**src/rtl/cfg_scan_pkg.sv**
```systemverilog
// Shared types and width helpers for the scan-chain configuration loader.
// Counter widths are derived from DATA_W and CHAIN_LEN/DATA_W.
package cfg_scan_pkg;

  typedef enum logic [2:0] {
    ST_IDLE,
    ST_FETCH,
    ST_SHIFT,
    ST_PUSH,
    ST_DONE
  } cfg_state_e;

  localparam int DEF_DATA_W    = 8;
  localparam int DEF_CHAIN_LEN = 64;
  localparam int DEF_BIT_W     = $clog2(DEF_DATA_W);
  localparam int DEF_WORD_W    = $clog2(DEF_CHAIN_LEN / DEF_DATA_W);

  // Zero-width counters are illegal, so clamp to one bit.
  function automatic int cnt_w(input int n);
    return (n > 1) ? $clog2(n) : 1;
  endfunction

endpackage

```
**src/rtl/cfg_scan_shreg.sv**
```systemverilog
// Word-wide PISO feeding the chain head and SIPO capturing the chain tail.
// Both registers advance on the same shift enable.
module cfg_scan_shreg
  import cfg_scan_pkg::*;
#(
  parameter int DATA_W = DEF_DATA_W
) (
  input  logic              clk,
  input  logic              rst_n,
  input  logic              load_i,
  input  logic [DATA_W-1:0] data_i,
  input  logic              shift_i,
  input  logic              sdi_i,
  output logic              sdo_o,
  output logic [DATA_W-1:0] par_o
);

  logic [DATA_W-1:0] piso_q, piso_d;
  logic [DATA_W-1:0] sipo_q, sipo_d;

  always_comb begin
    piso_d = piso_q;
    sipo_d = sipo_q;
    if (load_i) begin
      piso_d = data_i;
    end else if (shift_i) begin
      piso_d = {1'b0, piso_q[DATA_W-1:1]};
    end
    // New bits enter at the MSB so the first one ends up in the LSB.
    if (shift_i) begin
      sipo_d = {sdi_i, sipo_q[DATA_W-1:1]};
    end
  end

  always_ff @(posedge clk or negedge rst_n) begin
    if (!rst_n) begin
      piso_q <= '0;
      sipo_q <= '0;
    end else begin
      piso_q <= piso_d;
      sipo_q <= sipo_d;
    end
  end

  assign sdo_o = piso_q[0];
  assign par_o = sipo_q;

endmodule

```
**src/rtl/cfg_scan_loader.sv**
```systemverilog
// Streams config words into a scan chain while reading back old contents.
// cfg_done is only reached through a complete, unaborted load.
module cfg_scan_loader
  import cfg_scan_pkg::*;
#(
  parameter int CHAIN_LEN = DEF_CHAIN_LEN,
  parameter int DATA_W    = DEF_DATA_W
) (
  input  logic              CK,
  input  logic              R,
  input  logic              start,
  input  logic              abort,
  input  logic              bs_valid,
  output logic              bs_ready,
  input  logic [DATA_W-1:0] bs_data,
  output logic              rb_valid,
  input  logic              rb_ready,
  output logic [DATA_W-1:0] rb_data,
  output logic              SE,
  output logic              SI,
  input  logic              SO,
  output logic              cfg_done,
  output logic              busy
);

  localparam int WORDS  = CHAIN_LEN / DATA_W;
  localparam int BIT_W  = cnt_w(DATA_W);
  localparam int WORD_W = cnt_w(WORDS);

  localparam logic [BIT_W-1:0]  BIT_LAST  = BIT_W'(DATA_W - 1);
  localparam logic [WORD_W-1:0] WORD_LAST = WORD_W'(WORDS - 1);

  cfg_state_e        state_q, state_d;
  logic [BIT_W-1:0]  bit_q, bit_d;
  logic [WORD_W-1:0] word_q, word_d;
  logic              load;
  logic              shift;
  logic              sdo;

  always_comb begin
    state_d = state_q;
    bit_d   = bit_q;
    word_d  = word_q;
    load    = 1'b0;
    shift   = (state_q == ST_SHIFT);
    if (abort) begin
      state_d = ST_IDLE;
    end else begin
      unique case (state_q)
        ST_IDLE: begin
          word_d = WORD_LAST;
          if (start) state_d = ST_FETCH;
        end
        ST_FETCH: begin
          if (bs_valid) begin
            load    = 1'b1;
            bit_d   = BIT_LAST;
            state_d = ST_SHIFT;
          end
        end
        ST_SHIFT: begin
          if (bit_q == '0) state_d = ST_PUSH;
          else             bit_d   = bit_q - BIT_W'(1);
        end
        ST_PUSH: begin
          if (rb_ready) begin
            if (word_q == '0) begin
              state_d = ST_DONE;
            end else begin
              word_d  = word_q - WORD_W'(1);
              state_d = ST_FETCH;
            end
          end
        end
        ST_DONE: begin
          if (start) begin
            word_d  = WORD_LAST;
            state_d = ST_FETCH;
          end
        end
        default: state_d = ST_IDLE;
      endcase
    end
  end

  always_ff @(posedge CK or negedge R) begin
    if (!R) begin
      state_q <= ST_IDLE;
      bit_q   <= '0;
      word_q  <= '0;
    end else begin
      state_q <= state_d;
      bit_q   <= bit_d;
      word_q  <= word_d;
    end
  end

  cfg_scan_shreg #(
    .DATA_W (DATA_W)
  ) u_shreg (
    .clk     (CK),
    .rst_n   (R),
    .load_i  (load),
    .data_i  (bs_data),
    .shift_i (shift),
    .sdi_i   (SO),
    .sdo_o   (sdo),
    .par_o   (rb_data)
  );

  assign SE       = (state_q == ST_SHIFT);
  assign SI       = SE & sdo;
  assign bs_ready = (state_q == ST_FETCH);
  assign rb_valid = (state_q == ST_PUSH);
  assign cfg_done = (state_q == ST_DONE);
  assign busy     = (state_q == ST_FETCH) |
                    (state_q == ST_SHIFT) |
                    (state_q == ST_PUSH);

endmodule
```
**config.mk**
```make
export PLATFORM = sky130hd
export DESIGN_NAME = cfg_scan_loader
export DESIGN_NICKNAME = d
export VERILOG_FILES = /design/src/rtl/cfg_scan_pkg.sv /design/src/rtl/cfg_scan_shreg.sv /design/src/rtl/cfg_scan_loader.sv
export SDC_FILE = /design/constraint.sdc
export NUM_CORES = 1
export LEC_CHECK = 0
export BUFFER_PORTS_ARGS = -buffer_cell sky130_fd_sc_hd__buf_2
export CAP_MARGIN = 5
export CELL_PAD_IN_SITES_DETAIL_PLACEMENT = 1
export CELL_PAD_IN_SITES_GLOBAL_PLACEMENT = 2
export CORE_MARGIN = 3
export CORE_UTILIZATION = 31
export DETAILED_ROUTE_END_ITERATION = 8
export PLACE_DENSITY = 0.82
export SYNTH_ARGS = -nofsm -noshare
export SYNTH_HDL_FRONTEND = slang
export SYNTH_SLANG_ARGS = --single-unit
```
**constraint.sdc**
```tcl
create_clock -name CK -period 2 [get_ports CK]
set_input_delay 0.1 -clock CK [delete_from_list [all_inputs] [get_ports CK]]
set_output_delay 0.1 -clock CK [all_outputs]
set_load 0.05 [all_outputs]
```
==> results_dict.tcl <==
set metrics [dict create \
    placement.io_buffers 28 \
    synth_ff_type "dfrtp_1" \
    antennaDiodeCount 0 \
    ff_latch_area_um2 625.6 \
    avgSynthCellArea_um2 9.117 \
    synthSimpleGateAreaFrac 0.2524 \
    path_delay_family "simple AND/OR/NAND/NOR gates" \
    multiInputGateArea_um2 591.8 \
    nets 192 \
    setup.worst_path.class "register to output pin" \
    async_reset_ff_frac 1.000 \
    path_max_fanout 11 \
    synth-xor-area-share 0 \
    worstPathCellList "or3b_1 -> inv_1 -> and2_1 -> buf_2" \
    layout_commonest_cell "nand2_1" \
    die-area_um2 5020 \
    min_path_type "input port to register" \
    finalSetupViolations 0 \
    clock_skew_ps 1.901 \
    fmax_ghz 0.5353 \
    final_antenna_net_count 0 \
    worstSkewPairLatency_ps 270 \
    grt_max_degree 26 \
    synth-edff-count 0 \
    route.detailed.drc 0 \
    grt_pass1_wl_mm 5.216 \
    r2r-start "state_q[0]$_DFFE_PN0P_" \
    tightest_slew_ps 560.1 \
    syn_nets 162 \
    initial_core_util 0.3383 \
    firstDrtPassIters 2 \
    hold_violations 0 \
    synth_top_family_by_area "simple AND/OR/NAND/NOR gates" \
    final_util 0.3968 \
    grt_remaining_overflow 0 \
    worstHoldStart "bs_data[7]" \
    cts_tree "done" \
    cpPeakStageDelay_ps 490 \
    grt_pass1_vias 1138 \
    cts.sinks 25 \
    hpwl_mm 2.304 \
    cp_num_buf_inv 2 \
    synth-compound-area-share 0.1094 \
    dr.first_iter.drc_count 19 \
    grt_antenna_before_repair 0 \
    vias 1088 \
    wl_per_cell_um 13.23 \
    holdWs_ps 33.29 \
    reg2reg_depth 5 \
    crit_slowest_cell "dfrtp_1" \
    worst-endpoint-required_ps 1900 \
    start_kind "register" \
    syn_area_um2 1304 \
    rr_endpoint "u_shreg.piso_q[0]$_DFFE_PN0P_" \
    synth_adder_area_share 0.03839 \
    netlist.area_leader.share 0.4798 \
    synthMuxAreaShare 0.05374 \
    track_usage 0.1265 \
    r2r_setup_slack_ps 290 \
    pwr_density_cell_nw_per_um2 1468 \
    root_buffer "clkbuf_8" \
    avgViaCountPerCell 4.945 \
    grt_setup_unrepaired "false" \
    die_x_um 70.85 \
    fp.coreArea_um2 3854 \
    cp.arrival_ps 1770 \
    tns_ps 0 \
    vdd_drop_max_mv 0.6039 \
    clk_pin_slew_ps 80 \
    ys_warn_count 0 \
    ios 29 \
    synth-seq-cells 25 \
    post-route-min-period_ps 1868 \
    yosysSeqAreaShare 0.4798 \
    ys_types 28 \
    rows 22 \
    synth_cells 143 \
    yosysTopAreaCell "dfrtp_1" \
    clockBufferDepth 2 \
    min_path_cells 3 \
    maxCapViolations 0 \
    synth_area_leaders "dfrtp_1 (48%), nand2_1 (10%), mux2i_1 (5.4%)" \
    wl_mm 2.911 \
    layout-drive-gt1-share 0.2209 \
    cts.repair.resized 0 \
    die_height_um 70.85 \
    p_leak_nw 0.8140 \
    whs_endpoint "u_shreg.piso_q[7]$_DFFE_PN0P_" \
    cts_max_level 1 \
    gp_congestion 0.7400 \
    layout_common_cells "nand2_1 (36), buf_2 (28), dfrtp_1 (25)" \
    end_kind "output pin" \
    post-route-period-util 0.9341 \
    fill_cells 475 \
    maxSlewViolCount 0 \
    syn_to_final_growth_pct 17.27 \
    cts_buffers 3 \
    relSlewSlack 0.6266 \
    status "finished clean" \
]
sequential cells by signal (all words and copies together) (netlist names):
| signal | count |
|---|---|
| bit_q | 3 |
| state_q | 3 |
| u_shreg.par_o | 8 |
| u_shreg.piso_q | 8 |
| word_q | 3 |
layer usage:
layer  track usage  vias to the layer above  share of wire
met4       0.02505                        0         0.0072
met5             0                        -              0
met1        0.1503                      526           0.41
met3       0.03125                        4          0.048
li1              -                      537              -
met2        0.2307                       21           0.53
stage by stage:
stage                     total power, mW  setup slack [ps]  cell area [um^2]  instances
after floorplan                     1.713             114.1              1304        143
after global routing                2.434             31.57              1529        220
after CTS                           2.284             107.5              1529        220
final                               2.244             131.9              1529        220
after detailed placement            1.977             281.0              1474        215
after global placement              1.913             342.9              1474        215
worst max path at each step:
| stage | from | end | slack (ps) | depth (start not counted) |
|---|---|---|---|---|
| floorplan | state_q[0]$_DFFE_PN0P_ | SI | 110 | 5 |
| detailed placement | state_q[0]$_DFFE_PN0P_ | u_shreg.piso_q[0]$_DFFE_PN0P_ | 280 | 5 |
| finish | state_q[0]$_DFFE_PN0P_ | SI | 130 | 4 |
| CTS | state_q[0]$_DFFE_PN0P_ | SI | 110 | 4 |
| global placement | state_q[0]$_DFFE_PN0P_ | u_shreg.piso_q[7]$_DFFE_PN0P_ | 340 | 4 |
| global route | state_q[0]$_DFFE_PN0P_ | SI | 30 | 4 |
cell usage after synthesis, types with 2 or more instances:
cell type / number
o21ai_0: 11
and2_1: 2
nand2b_1: 4
nor3_1: 9
mux2i_1: 7
buf_2: 3
inv_1: 7
a22oi_1: 3
buf_6: 3
ha_1: 4
nand2_1: 36
dfrtp_1: 25
nor2_1: 9
a21oi_1: 6
worst min-delay path, stage by stage:
cell and delay, ps:
buf_2 70, nand2_1 30, o21ai_0 60
cells by family after synthesis:
family,Yosys count
compound gates,24
buf+inv,15
simple gates,68
flops,25
mux,7
fa+ha+maj,4
cell type report:
| type | instances | share of cell area |
|---|---|---|
| Sequential cell | 25 | 0.4092 |
| Multi-Input combinational cell | 103 | 0.3871 |
| Timing Repair Buffer | 33 | 0.1178 |
| Tap cell | 48 | 0.03928 |
| Clock buffer | 4 | 0.02946 |
| Inverter | 7 | 0.01718 |
report_power, final:
| group | switching [mW] | internal, mW |
|---|---|---|
| Clock | 0.151 | 0.142 |
| Sequential | 0.161 | 0.703 |
| Combinational | 0.752 | 0.336 |
what timing repair did:
item | CTS | global route
setup buffers | 0 | 0
hold endpoints to repair | 25 | 0
setup endpoints to repair | 0 | 0
hold buffers | 1 | 0
Power figures use the tool's default switching activity.
